<file path="src/rtl/spike_event_encoder.sv">
// Spike event encoder for the two-neuron FHN core.
// Detects threshold crossings with hysteresis on v1/v2 at each update strobe,
// measures inter-spike intervals in strobe steps and queues {neuron, ISI}
// events in a FIFO with a registered head and a valid/ready drain.
module spike_event_encoder #(
    parameter int                DATA_W     = 18,
    parameter logic [DATA_W-1:0] THR_HI     = 18'h0_8000,
    parameter logic [DATA_W-1:0] THR_LO     = 18'h3_8000,
    parameter int                ISI_W      = 16,
    parameter int                FIFO_DEPTH = 8
) (
    input  logic                          CLOCK_50,
    input  logic                          reset,
    input  logic                          sample_valid,
    input  logic signed [DATA_W-1:0]      v1,
    input  logic signed [DATA_W-1:0]      v2,
    output logic                          spike1,
    output logic                          spike2,
    output logic                          ev_valid,
    input  logic                          ev_ready,
    output logic                          ev_neuron,
    output logic [ISI_W-1:0]              ev_isi,
    output logic [$clog2(FIFO_DEPTH):0]   fifo_level,
    output logic                          overflow
);

    localparam int PTR_W = $clog2(FIFO_DEPTH);
    localparam int LVL_W = PTR_W + 1;
    localparam int EV_W  = ISI_W + 1;

    localparam logic [0:0] ST_ARMED = 1'b0;
    localparam logic [0:0] ST_FIRED = 1'b1;

    localparam logic [ISI_W-1:0] ISI_MAX  = '1;
    localparam logic [LVL_W-1:0] LVL_FULL = LVL_W'(FIFO_DEPTH);

    logic [0:0]       st1_q, st1_d, st2_q, st2_d;
    logic [ISI_W-1:0] isi1_q, isi1_d, isi2_q, isi2_d;
    logic [ISI_W-1:0] isi1_inc, isi2_inc;
    logic             fire1, fire2;
    logic             spike1_q, spike2_q;
    logic             pend2_q, pend2_d;
    logic [ISI_W-1:0] pend2_isi_q, pend2_isi_d;

    logic [EV_W-1:0]  mem [FIFO_DEPTH];
    logic [PTR_W-1:0] wr_ptr_q, wr_ptr_d, rd_ptr_q, rd_ptr_d;
    logic [LVL_W-1:0] level_q, level_d, remain;
    logic             ovf_q, ovf_d;
    logic             ev_valid_q, ev_valid_d;
    logic [EV_W-1:0]  head_q, head_d;
    logic             wr_req, wr_acc, pop, full;
    logic [EV_W-1:0]  wr_data;

    // Per-channel hysteresis detectors and saturating ISI counters.
    always_comb begin
        isi1_inc = (isi1_q == ISI_MAX) ? isi1_q : isi1_q + 1'b1;
        isi2_inc = (isi2_q == ISI_MAX) ? isi2_q : isi2_q + 1'b1;
        fire1 = sample_valid && (st1_q == ST_ARMED) && (v1 >= $signed(THR_HI));
        fire2 = sample_valid && (st2_q == ST_ARMED) && (v2 >= $signed(THR_HI));
        st1_d  = st1_q;
        st2_d  = st2_q;
        isi1_d = isi1_q;
        isi2_d = isi2_q;
        if (sample_valid) begin
            if (fire1)
                st1_d = ST_FIRED;
            else if ((st1_q == ST_FIRED) && (v1 < $signed(THR_LO)))
                st1_d = ST_ARMED;
            if (fire2)
                st2_d = ST_FIRED;
            else if ((st2_q == ST_FIRED) && (v2 < $signed(THR_LO)))
                st2_d = ST_ARMED;
            isi1_d = fire1 ? '0 : isi1_inc;
            isi2_d = fire2 ? '0 : isi2_inc;
        end
    end

    // Single FIFO write port: a deferred neuron-2 event, else neuron 1, else neuron 2.
    // The deferred event can never collide with a new spike because strobes are
    // at least 3 cycles apart.
    always_comb begin
        wr_req      = pend2_q | fire1 | fire2;
        pend2_d     = fire1 & fire2;
        pend2_isi_d = (fire1 & fire2) ? isi2_inc : pend2_isi_q;
        if (pend2_q)
            wr_data = {1'b1, pend2_isi_q};
        else if (fire1)
            wr_data = {1'b0, isi1_inc};
        else
            wr_data = {1'b1, isi2_inc};
    end

    // FIFO bookkeeping; the head register is loaded from entries already stored
    // before this edge, so a write into an empty FIFO shows one cycle later.
    always_comb begin
        full       = (level_q == LVL_FULL);
        pop        = ev_valid_q & ev_ready;
        wr_acc     = wr_req & (~full | pop);
        ovf_d      = ovf_q | (wr_req & full & ~pop);
        wr_ptr_d   = wr_ptr_q + PTR_W'(wr_acc);
        rd_ptr_d   = rd_ptr_q + PTR_W'(pop);
        level_d    = level_q + LVL_W'(wr_acc) - LVL_W'(pop);
        remain     = level_q - LVL_W'(pop);
        ev_valid_d = (remain != '0);
        head_d     = (remain != '0) ? mem[rd_ptr_d] : head_q;
    end

    // Event storage; contents are don't-care once reset clears the pointers.
    always_ff @(posedge CLOCK_50) begin
        if (!reset && wr_acc)
            mem[wr_ptr_q] <= wr_data;
    end

    // State registers with synchronous reset.
    always_ff @(posedge CLOCK_50) begin
        if (reset) begin
            st1_q       <= ST_ARMED;
            st2_q       <= ST_ARMED;
            isi1_q      <= '0;
            isi2_q      <= '0;
            spike1_q    <= 1'b0;
            spike2_q    <= 1'b0;
            pend2_q     <= 1'b0;
            pend2_isi_q <= '0;
            wr_ptr_q    <= '0;
            rd_ptr_q    <= '0;
            level_q     <= '0;
            ovf_q       <= 1'b0;
            ev_valid_q  <= 1'b0;
            head_q      <= '0;
        end else begin
            st1_q       <= st1_d;
            st2_q       <= st2_d;
            isi1_q      <= isi1_d;
            isi2_q      <= isi2_d;
            spike1_q    <= fire1;
            spike2_q    <= fire2;
            pend2_q     <= pend2_d;
            pend2_isi_q <= pend2_isi_d;
            wr_ptr_q    <= wr_ptr_d;
            rd_ptr_q    <= rd_ptr_d;
            level_q     <= level_d;
            ovf_q       <= ovf_d;
            ev_valid_q  <= ev_valid_d;
            head_q      <= head_d;
        end
    end

    assign spike1     = spike1_q;
    assign spike2     = spike2_q;
    assign ev_valid   = ev_valid_q;
    assign ev_neuron  = head_q[ISI_W];
    assign ev_isi     = head_q[ISI_W-1:0];
    assign fifo_level = level_q;
    assign overflow   = ovf_q;

endmodule

</file>
<file path="config.mk">
export PLATFORM = sky130hd
export DESIGN_NAME = spike_event_encoder
export DESIGN_NICKNAME = d
export VERILOG_FILES = /design/src/rtl/spike_event_encoder.sv
export SDC_FILE = /design/constraint.sdc
export NUM_CORES = 1
export LEC_CHECK = 0
export CAP_MARGIN = 20
export CELL_PAD_IN_SITES_DETAIL_PLACEMENT = 1
export CELL_PAD_IN_SITES_GLOBAL_PLACEMENT = 1
export CORE_ASPECT_RATIO = 2
export CORE_MARGIN = 2
export CORE_UTILIZATION = 50
export DETAILED_ROUTE_END_ITERATION = 10
export PLACE_DENSITY_LB_ADDON = 0.08
export SLEW_MARGIN = 20
export SYNTH_ARGS = -nofsm -noshare
export SYNTH_HDL_FRONTEND = slang
export SYNTH_SLANG_ARGS = --single-unit
</file>
<file path="constraint.sdc">
create_clock -name CLOCK_50 -period 7.7 [get_ports CLOCK_50]
set_input_delay 2.31 -clock CLOCK_50 [delete_from_list [all_inputs] [get_ports CLOCK_50]]
set_output_delay 2.31 -clock CLOCK_50 [all_outputs]
set_load 0.02 [all_outputs]
</file>
==> summary.md, run 1 <==
| Metric | Value |
|---|---|
| Core area | about 19000 sq um |
| Total of max-cap violations | 0 |
| Drt wl/cell | ~24 microns |
| Row count | 71 |
| Warnings from Yosys | 0 |
| Setup tns final | 0 ns |
| Main synth FF type | edfxtp_1 |
| Post-synthesis sequential area ratio | 60.1% |
| Vias in the first global route | approximately 7100 |
| Placer Congestion | approximately 0.94 |
| Yosys reg bits | between 200 and 250 |
| Synth Instances | ~750 |
| GRT overflow | 0 |
| Detailed Place HPWL | around 17000 microns |
| CP Data Arrival Time | between 5 and 6 ns |
| Max IR drop VDD | 166 uV |
| Yosys top cell by area | edfxtp_1 |
| Die W | between 100 and 150 microns |
| Tmin final | 5.10 ns |
| Latest clock arrival within the worst-skew pair | roughly 0.5 ns |
| Post-synth top cells | 136 x edfxtp_1, 82 x dfxtp_1, 59 x nor2_1, 45 x nand2_1, 43 x a21oi_1 |
| Initial antenna violation count | 0 |
| Max Freq | approximately 0.20 GHz |
| Antenna cells | 0 |
| Slowest stage delay, CP | about 0.94 ns |
| Seq pwr share | 44.4% |
| Buffers added on ports | 34 |
| Initial Utilization | between 50 and 60% |
| I/O pins | 65 |
| Num CTS Buffers | 20 |
| Final ANT Viol Nets | 0 |
| Most frequent cell after synthesis | edfxtp_1 |
| Status | finished clean |
| Total GRT Usage | 25.5% |
| Total number of vias | 6411 |
| Hold_ws | roughly 0.46 ns |
| Initial DRT Pass Iterations | 5 |
| Filler cells | approximately 1900 |
| Top delay family on crit path | buffers and inverters |
| Synth cell types | 69 |
| Final period util | 66.2% |
| Post-CTS Setup Inserts | 0 |
| Hold path depth | 2 |
| Root Buffer | clkbuf_16 |
| Leak | 3.55 nW |
| Comb power frac | 22.1% |
| Top cell type's share of synthesized area | 42.8% |
| Post-Synthesis Cell Area | between 9000 and 10000 sq um |
| Setup Viol. Count Final | 0 |
| Clock sink count | 218 |
| Area Growth Syn to Fin | 13.2% |
| CP Capture Type | flip-flop |
| Worst path depth | 7 |
| Number of flops mapped to enable cells by yosys | 136 |
| CP Max Fanout | 17 |
| Worst-Margin Slew | between 0.9 and 1 ns |
| Vias/cell | just over 6 |
| Nets@finish | about 830 |
| CTS Buffer Depth | 3 |
| Mean Syn Cell Area | around 13 sq um |
| Hold-fix buffers, CTS | 0 |
| Net Count, Synth | around 800 |
| Area of the multi-input gates | around 3500 sq um |
| Storage cell area | around 5700 sq um |
| Largest net degree at the start of global routing | between 60 and 70 |
| Worst hold path class | reg -> reg |
| Critical Path RT | roughly 7.9 ns |
| Power per cell area | 280 nW/um^2 |
| Ranking of synthesized cells by area | edfxtp_1 43%, dfxtp_1 17%, mux4_2 8.0% |
| Slew HR | 35.3% |
| NetSw | a little over 0.8 mW |
| Max H-tree Level | 1 |
| Asr flop ratio synth | 0% |
| Number of buffers and inverters on the critical path | 2 |
| Final Total Pwr | 3.03 mW |
| RSZ-0062 raised after global routing | false |
| R2R cell count | 6 |
| Worst-path clk slew | around 0.060 ns |
| Share of layout cells above drive strength 1 | a little over an eighth |
| Routed wire length | around 25000 microns |
| First-pass GRT wire length | between 30000 and 40000 microns |
| Slowest cell on crit path | clkdlybuf4s50_1 |
| R2r setup slk | around 4.3 ns |
| Die H | around 200 microns |
| Cell Int Power | approximately 2.2 mW |
| CP Class | in -> reg |
| Drt drc | 0 |
| Slew Viols, Final | 0 |
| Clk pwr share | about 34% |
| Resize count post-CTS | 0 |
| Final hold vios | 0 |
| Final Skew | 0.0152 ns |
| Sw Ratio | about 27% |
| Type of origin of the critical path | input pin |
| Detailed Route Iter0 Violations | between 300 and 400 |
| Crit path cell chain | clkdlybuf4s50_1 -> o21ai_1 -> or3_1 -> a21o_1 -> or3b_1 -> nor2_1 -> buf_4 |
| TritonCTS clock tree | built |
| Die ar. | just over 20000 sq um |
sequential cells by signal, summed over array words and instances (netlist names):
signal	flops
wr_ptr_q	3
st1_q	1
st2_q	1
head_q	17
fifo_level	4
ev_valid	1
rd_ptr_q	3
spike2	1
pend2_q	1
overflow	1
mem	136
isi1_q	16
spike1	1
pend2_isi_q	16
isi2_q	16
cells in the final DEF (no fill, tap or decap), types with 14 or more instances in the layout:
master and instances:
nand2_1 45, clkbuf_16 21, clkdlybuf4s50_1 33, mux4_2 34
nand3_1 26, edfxtp_1 136, a211oi_1 27, nor3_1 14
a21oi_1 43, o21ai_0 24, dfxtp_1 82, nor2_1 59
mux2i_1 21, inv_1 22, buf_4 20
through the flow:
step | instances | instance area (sq um) | util (%) | setup WS (ns)
final | 1041 | 10800 | 57.5 | 2.60
after global routing | 1041 | 10800 | 57.5 | 2.44
after CTS | 1041 | 10800 | 57.5 | 2.57
after detailed placement | 1005 | 10100 | 54.0 | 2.06
after global placement | 1005 | 10100 | 54.0 | 2.13
after floorplan | 745 | 9530 | - | 2.49
worst paths after layout:
path,start,end
worst max-delay path,sample_valid,mem[7][15]
worst min-delay path,pend2_isi_q[8],pend2_isi_q[8]
worst max register to register,isi2_q[0],mem[3][3]
worst min register to register,pend2_isi_q[8],pend2_isi_q[8]
final cells by class:
cell class,count,area share (%)
multi-input cells,455,32.5
clock inverters,10,1.01
well taps,255,2.96
repair buffers,54,4.50
clock buffers,26,5.14
inverters,23,0.800
flip-flops and latches,218,53.1
kinds of logic after synthesis:
logic type      synth area share (%)
flops                           60.1
simple gates                    12.2
compound gates                  10.5
buf+inv                         3.31
mux                             10.6
xor+xnor                        1.55
fa+ha+maj                       1.79
power by group through the flow:
| stage | Combinational (mW) | Clock (mW) | Sequential (mW) |
|---|---|---|---|
| after CTS | 0.683 | 1.03 | 1.34 |
| after global placement | 0.651 | 0 | 1.36 |
| after detailed placement | 0.678 | 0 | 1.37 |
| after global routing | 0.735 | 1.07 | 1.35 |
| after floorplan | 0.409 | 0 | 1.42 |
| final | 0.667 | 1.01 | 1.34 |
worst register-to-register path, stage by stage (launching register included):
cell and delay (ns):
dfxtp_1 0.45, ha_1 0.28, and3_1 0.36, nand4_1 0.62, nand4_1 0.35, xnor2_1 0.17, a222oi_1 0.84
metal layers:
metal	share of wire, %	vias up	GRT usage, %
met5	0	-	0
met4	4.2	0	11.7
met3	3.0	68	2.55
met2	57	165	48.5
met1	36	3261	27.4
li1	-	2917	-
Power figures use the tool's default switching activity.
==> inputs of run 2 (changes only) <==
--- a/config.mk
+++ b/config.mk
@@ -10,7 +10,7 @@
 export CELL_PAD_IN_SITES_GLOBAL_PLACEMENT = 1
 export CORE_ASPECT_RATIO = 2
 export CORE_MARGIN = 2
-export CORE_UTILIZATION = 50
+export CORE_UTILIZATION = 48
 export DETAILED_ROUTE_END_ITERATION = 10
 export PLACE_DENSITY_LB_ADDON = 0.08
 export SLEW_MARGIN = 20
==> constraint.sdc (replaced) <==
create_clock -name CLOCK_50 -period 5.25 [get_ports CLOCK_50]
set_input_delay 1.575 -clock CLOCK_50 [delete_from_list [all_inputs] [get_ports CLOCK_50]]
set_output_delay 1.575 -clock CLOCK_50 [all_outputs]
set_load 0.02 [all_outputs]
==> run 2 against run 1 <==
- combinational power increased by 50%
- wire length down 4.5%
- die area increased by 4.0%
- non-clock buffer count rose by 3
- clock skew hardly changed
- worst setup slack worse by 1.4 ns
- design area grew 1.3%
- clock-buffer cell count down 2
- register-to-register slack got worse by 2.4 ns
- critical endpoint is now mem[7][11]
- largest cell class unchanged
==> summary.md, run 2 (same netlist as run 1, synthesis figures left out) <==
| Metric | Value |
|---|---|
| First-pass GRT wire length | 37700 microns (-3.4%) |
| Critical Path RT | 5.46 ns (-2.40 ns) |
| Final Skew | 0.0155 ns (+0.000234 ns) |
| Resize count post-CTS | 0 (unchanged) |
| Num CTS Buffers | 20 (unchanged) |
| Top delay family on crit path | simple AND/OR/NAND/NOR gates |
| Number of buffers and inverters on the critical path | 2 (unchanged) |
| Area of the multi-input gates | 3510 sq um (about the same) |
| Die H | 203 microns (+2.0%) |
| Leak | 3.60 nW (+1.6%) |
| Type of origin of the critical path | input pin |
| CP Class | in -> reg |
| Worst-path clk slew | 0.06 ns (about the same) |
| Vias/cell | 5.94 (-3.5%) |
| Max reg flops | 136 (unchanged) |
| Commonest non-fill, non-tap cell in the layout | edfxtp_1 |
| Total number of vias | 6244 (-2.6%) |
| Storage cell area | 5730 sq um (unchanged) |
| Die ar. | 21100 sq um (+4.0%) |
| Drt drc | 0 (unchanged) |
| Status | finished clean |
| Drt wl/cell | 22.3 microns (-5.5%) |
| TritonCTS clock tree | built |
| Commonest non-fill, non-tap cells in the layout | 136 x edfxtp_1, 82 x dfxtp_1, 59 x nor2_1 |
| Setup tns final | 0 ns (unchanged) |
| Clock sink count | 218 (unchanged) |
| Nets@finish | 828 (+0.36%) |
| CP Capture Type | flip-flop |
| Row count | 73 (+2.8%) |
| Setup Viol. Count Final | 0 (unchanged) |
| Die W | 104 microns (+2.0%) |
| CP Max Fanout | 14 (-3) |
| Slowest stage delay, CP | 0.70 ns (-0.24 ns) |
| Buffers added on ports | 34 (unchanged) |
| GRT overflow | 0 (unchanged) |
| I/O pins | 65 (unchanged) |
| Initial Utilization | 48.5% (-2.3 points) |
| Detailed Place HPWL | 15400 microns (-8.0%) |
| Antenna cells | 0 (unchanged) |
| Tmin final | 4.09 ns |
| Final hold vios | 0 (unchanged) |
| Latest clock arrival within the worst-skew pair | 0.50 ns (about the same) |
| R2R cell count | 6 (unchanged) |
| Max Freq | 0.244 GHz |
| Worst hold path class | reg -> reg |
| Placement-stage cell area | 10200 sq um (+0.90%) |
| Final instance area | 10900 sq um (+1.3%) |
| Max H-tree Level | 1 (unchanged) |
| Worst path depth | 7 (unchanged) |
| Filler cells | 1968 (+5.1%) |
| Share of layout cells above drive strength 1 | 14.1% (+0.58 points) |
| Detailed Route Iter0 Violations | 358 (+18%) |
| Max IR drop VDD | 393 uV (+140%) |
| Largest registers | mem (136), head_q (17) |
| Slowest cell on crit path | clkdlybuf4s50_1 |
| Largest net degree at the start of global routing | 76 (+23%) |
| Final period util | between 70% and 80% |
| Total of max-cap violations | 0 (unchanged) |
| Worst-Margin Slew | 0.994 ns (+0.0246 ns) |
| Core area | 19600 sq um (+4.8%) |
| Largest register by flop count | mem |
| RSZ-0062 raised after global routing | false |
| CP Data Arrival Time | 4.30 ns (-0.96 ns) |
| Hold path depth | 2 (unchanged) |
| Routed wire length | 23500 microns (-4.5%) |
| Placer Congestion | 0.838 (-11%) |
| Power per cell area | 415 nW/um^2 (+48%) |
| Initial DRT Pass Iterations | 7 (+2) |
| Crit path cell chain | clkdlybuf4s50_1 -> o21ai_1 -> or3_1 -> a21o_1 -> or3b_1 -> nor2_1 -> buf_12 |
| Root Buffer | clkbuf_16 |
| Slew Viols, Final | 0 (unchanged) |
| Final Total Pwr | 4.54 mW (+50%) |
| Initial antenna violation count | 0 (unchanged) |
| Vias in the first global route | 6602 (-6.6%) |
| Post-CTS Setup Inserts | 0 (unchanged) |
| CTS Buffer Depth | 3 (unchanged) |
| Total GRT Usage | 22.9% (-2.6 points) |
| Area Growth Syn to Fin | 14.6% |
| Final ANT Viol Nets | 0 (unchanged) |
| Hold-fix buffers, CTS | 0 (unchanged) |
| Slew HR | 33.7% (-1.6 points) |
run 2: changes by cell type in the layout (fill, tap and decap cells not counted), sizes merged:
cell and delta:
buf +3, bufinv +2, clkbuf -2, clkinv +2, clkinvlp -1, inv -1
run 2: worst paths after layout:
| check | from | end | slack (ns) |
|---|---|---|---|
| setup / recovery | sample_valid | mem[7][11] | 1.16 |
| hold / removal | pend2_isi_q[2] | pend2_isi_q[2] | 0.46 |
| setup reg to reg | isi2_q[0] | mem[5][3] | 1.89 |
| hold reg to reg | pend2_isi_q[2] | pend2_isi_q[2] | 0.46 |
run 2: layer usage:
metal / GRT usage [%] / share of wire, % / vias to the layer above
li1: - / - / 2921
met1: 30.7 / 43 / 3168
met2: 39.5 / 50 / 122
met3: 2.14 / 3.6 / 33
met4: 7.53 / 2.9 / 0
met5: 0 / 0 / -
run 2: metrics by stage:
| stage | setup WS, ns | hold WS, ns | utilization (%) | instances |
|---|---|---|---|---|
| 3_5_place_dp | 0.672 | 0.449 | 52.0 | 1015 |
| 2_1_floorplan | 0.779 | 0.432 | - | 745 |
| 6_report | 1.16 | 0.458 | 55.6 | 1051 |
| 5_1_grt | 0.967 | 0.478 | 55.6 | 1051 |
| 3_3_place_gp | 0.738 | 0.441 | 52.0 | 1015 |
| 4_1_cts | 1.20 | 0.460 | 55.6 | 1051 |
run 2: final cells by class:
type                    count  share of cell area, %
flip-flops and latches    218                   52.4
clock inverters            12                   1.59
repair buffers             57                   5.22
inverters                  23                  0.790
clock buffers              24                   4.90
multi-input cells         455                   32.1
well taps                 262                   3.00
run 2: worst register-to-register path, cell delays in order, from the launching register on:
cell	delay (ns)
dfxtp_1	0.45
ha_1	0.28
and3_1	0.33
nand4_1	0.57
nand4_1	0.39
xnor2_1	0.14
a222oi_1	0.87
run 2: where the power goes:
group          internal, mW  total, mW  switching, mW
Sequential             1.91       1.97         0.0569
Combinational         0.471      0.999          0.528
Clock                 0.930       1.57          0.638
==> variant (settings of run 1) <==
Make the reset (`reset`) asynchronous in one clocked block. Comments in the files are not updated.
--- a/src/rtl/spike_event_encoder.sv
+++ b/src/rtl/spike_event_encoder.sv
@@ -112,7 +112,7 @@
     end
 
     // State registers with synchronous reset.
-    always_ff @(posedge CLOCK_50) begin
+    always_ff @(posedge CLOCK_50 or posedge reset) begin
         if (reset) begin
             st1_q       <= ST_ARMED;
             st2_q       <= ST_ARMED;
Formal check against the unedited RTL: differs if reset is asserted again (counterexample within 4 cycles, from zero or initial values and one cycle with reset high); with reset held inactive, the same outputs for 4 cycles.
==> variant against run 1 <==
Sequential share of layout area rose by 3.0 points. Synthesized cell count fell by 7.9%. Register-to-register slack improved by 240 ps. Setup slack improved by 30 ps. Wire length fell by 3.4%. Die area rose by 0.26%. Fmax rose by 0.58%. Cell area rose by 1.3%. Sequential power rose by 16%. Power rose by 26%. Sequential cell count did not move. Area after synthesis rose by 0.26%. Critical path type unchanged. Largest power group unchanged. Highest routed layer unchanged.
==> variant: results (changes against run 1) <==
Critical path
  • Reg-to-reg setup timing slack: 4540 ps (+240 ps)
  • CP max stage delay: 850 ps (-90 ps)
  • Arrival time at the worst endpoint: 5240 ps (-20 ps)
  • CP max stage cell: a221oi_1
  • R2R depth: 7 (+1)
  • RR Startpoint: pend2_q
  • CP Max Fanout: 18 (+1)
  • Critical Path Sink: mem[2][9]
  • Worst Setup SP: sample_valid
  • Top delay family on crit path: buffers and inverters
  • Reg2reg end: mem[6][1]

CTS
  • CTS root buf: clkbuf_16
  • Max Root-Sink Buffers: 3 (unchanged)
  • Cts repair resizes: 0 (unchanged)
  • H-tree levels: 1 (unchanged)
  • CTS Buf Count: 20 (unchanged)
  • Clk_lat worst skew: 500 ps (about the same)
  • Clock transition at path regs: 70 ps
  • Setup bufs post-CTS: 0 (unchanged)

Synthesis
  • Commonest cells in the netlist: 136 x edfxtp_1, 82 x dfrtp_1, 74 x nand2_1
  • Synthesized Nets: 739 (-7.4%)
  • Async set-reset flop share out of synthesis: 37.6% (+38 points)
  • Top cell type's share of synthesized area: 42.7% (-0.11 points)
  • Ys Warns: 0 (unchanged)
  • Register area share after synthesis: 64.2% (+4.1 points)
  • Number of flops mapped to enable cells by yosys: 136 (unchanged)
  • Unique cell type count in the Yosys netlist: 69 (unchanged)
  • Largest cells by area after synthesis: edfxtp_1 43%, dfrtp_1 21%, mux4_2 8.0%

Routing
  • DRT Wirelength: 23.8 mm (-3.4%)
  • Initial drt markers: 242 (-20%)
  • Routed vias/inst: 6.08 (-1.4%)
  • Router iterations before antenna repair: 4 (-1)

Finish
  • Layout cells sized above 1: 14.8% (+1.3 points)
  • Final #Nets: 782 (-5.2%)
  • # diodes: 0 (unchanged)
  • Top Registers: mem (136), head_q (17)

STA
  • Worst clock skew: 9.80 ps (-5.42 ps)
  • Least-Margin Pin Slew: 942 ps (-27.7 ps)
  • Highest Clock Rate: 197 MHz (+0.58%)

Global route
  • Largest net degree at the start of global routing: 48 (-23%)
  • Tot GR Track Use: 24.5% (-0.99 points)
  • Initial antenna violation count: 0 (unchanged)
  • Global-route wire length before repair: 37.2 mm (-4.5%)
  • Vias in the first global route: 6652 (-5.9%)

Worst hold path
  • Hold Path Class: flip-flop to flip-flop

Run status
  • Outcome: complete, no violations

Placement
  • Post-place setup slack: 2150 ps (+94.6 ps)
  • DPL Wire Length: 16.4 mm (-2.0%)
  • PortBufs: 34 (unchanged)
  • Final Wtd Congestion: 0.835 (-11%)

Pwr
  • Maximum VDD drop: 228 µV (+37%)
  • Leakage: 3.97 nW (+12%)
variant: cell types whose count changed in the layout (fill, tap and decap cells not counted), sizes merged, moves of 8 or more:
cell,delta
a211oi,-25
a21oi,-15
a22o,+10
dfrtp,+82
dfxtp,-82
nand2,+30
nand3,-8
nand4,-9
nor2,-28
o21ai,+36
variant: worst min path at each step:
stage                   start              to  cells past startpoint
5_1_grt              overflow        overflow                      1
2_1_floorplan  pend2_isi_q[1]  pend2_isi_q[1]                      2
3_3_place_gp        head_q[6]       head_q[6]                      2
4_1_cts              overflow        overflow                      1
6_report             overflow        overflow                      1
3_5_place_dp         overflow        overflow                      1
variant: layer usage:
metal	routed length [µm]	up-vias	global-route usage, %
met4	1380	0	13.5
met3	730	58	2.87
met1	8370	3162	26.6
met2	13300	135	45.0
met5	0	-	0
li1	-	2708	-
variant: cells by family after synthesis:
group / Yosys count / synth area share (%)
multiplexers: 65 / 11.4
AND/OR/NAND/NOR: 178 / 9.32
flip-flops: 218 / 64.2
adder cells (fa/ha/maj): 13 / 1.78
buffers and inverters: 50 / 2.12
XOR/XNOR: 13 / 1.27
AO/OA/AOI/OAI: 149 / 9.94
variant: layout make-up:
class	count	area [µm²]
flip-flops and latches	218	6140
repair buffers	48	445
clock buffers	25	541
well taps	255	319
multi-input cells	418	3250
inverters	23	87.6
fillers	1784	7810
clock inverters	11	153
variant: power breakdown:
part | switching (mW) | internal [mW]
Sequential | 0.125 | 1.43
Clock | 0.438 | 0.609
Combinational | 0.641 | 0.563
variant: per-stage QoR:
step           total power [mW]  util [%]  area [µm²]  hold WS, ps  cells
2_1_floorplan              2.38         -        9560          450    686
3_3_place_gp               2.72      54.6       10200          463    962
3_5_place_dp               2.80      54.6       10200          471    962
4_1_cts                    3.86      58.3       10900          482    998
5_1_grt                    4.00      58.3       10900          501    998
6_report                   3.81      58.3       10900          477    998
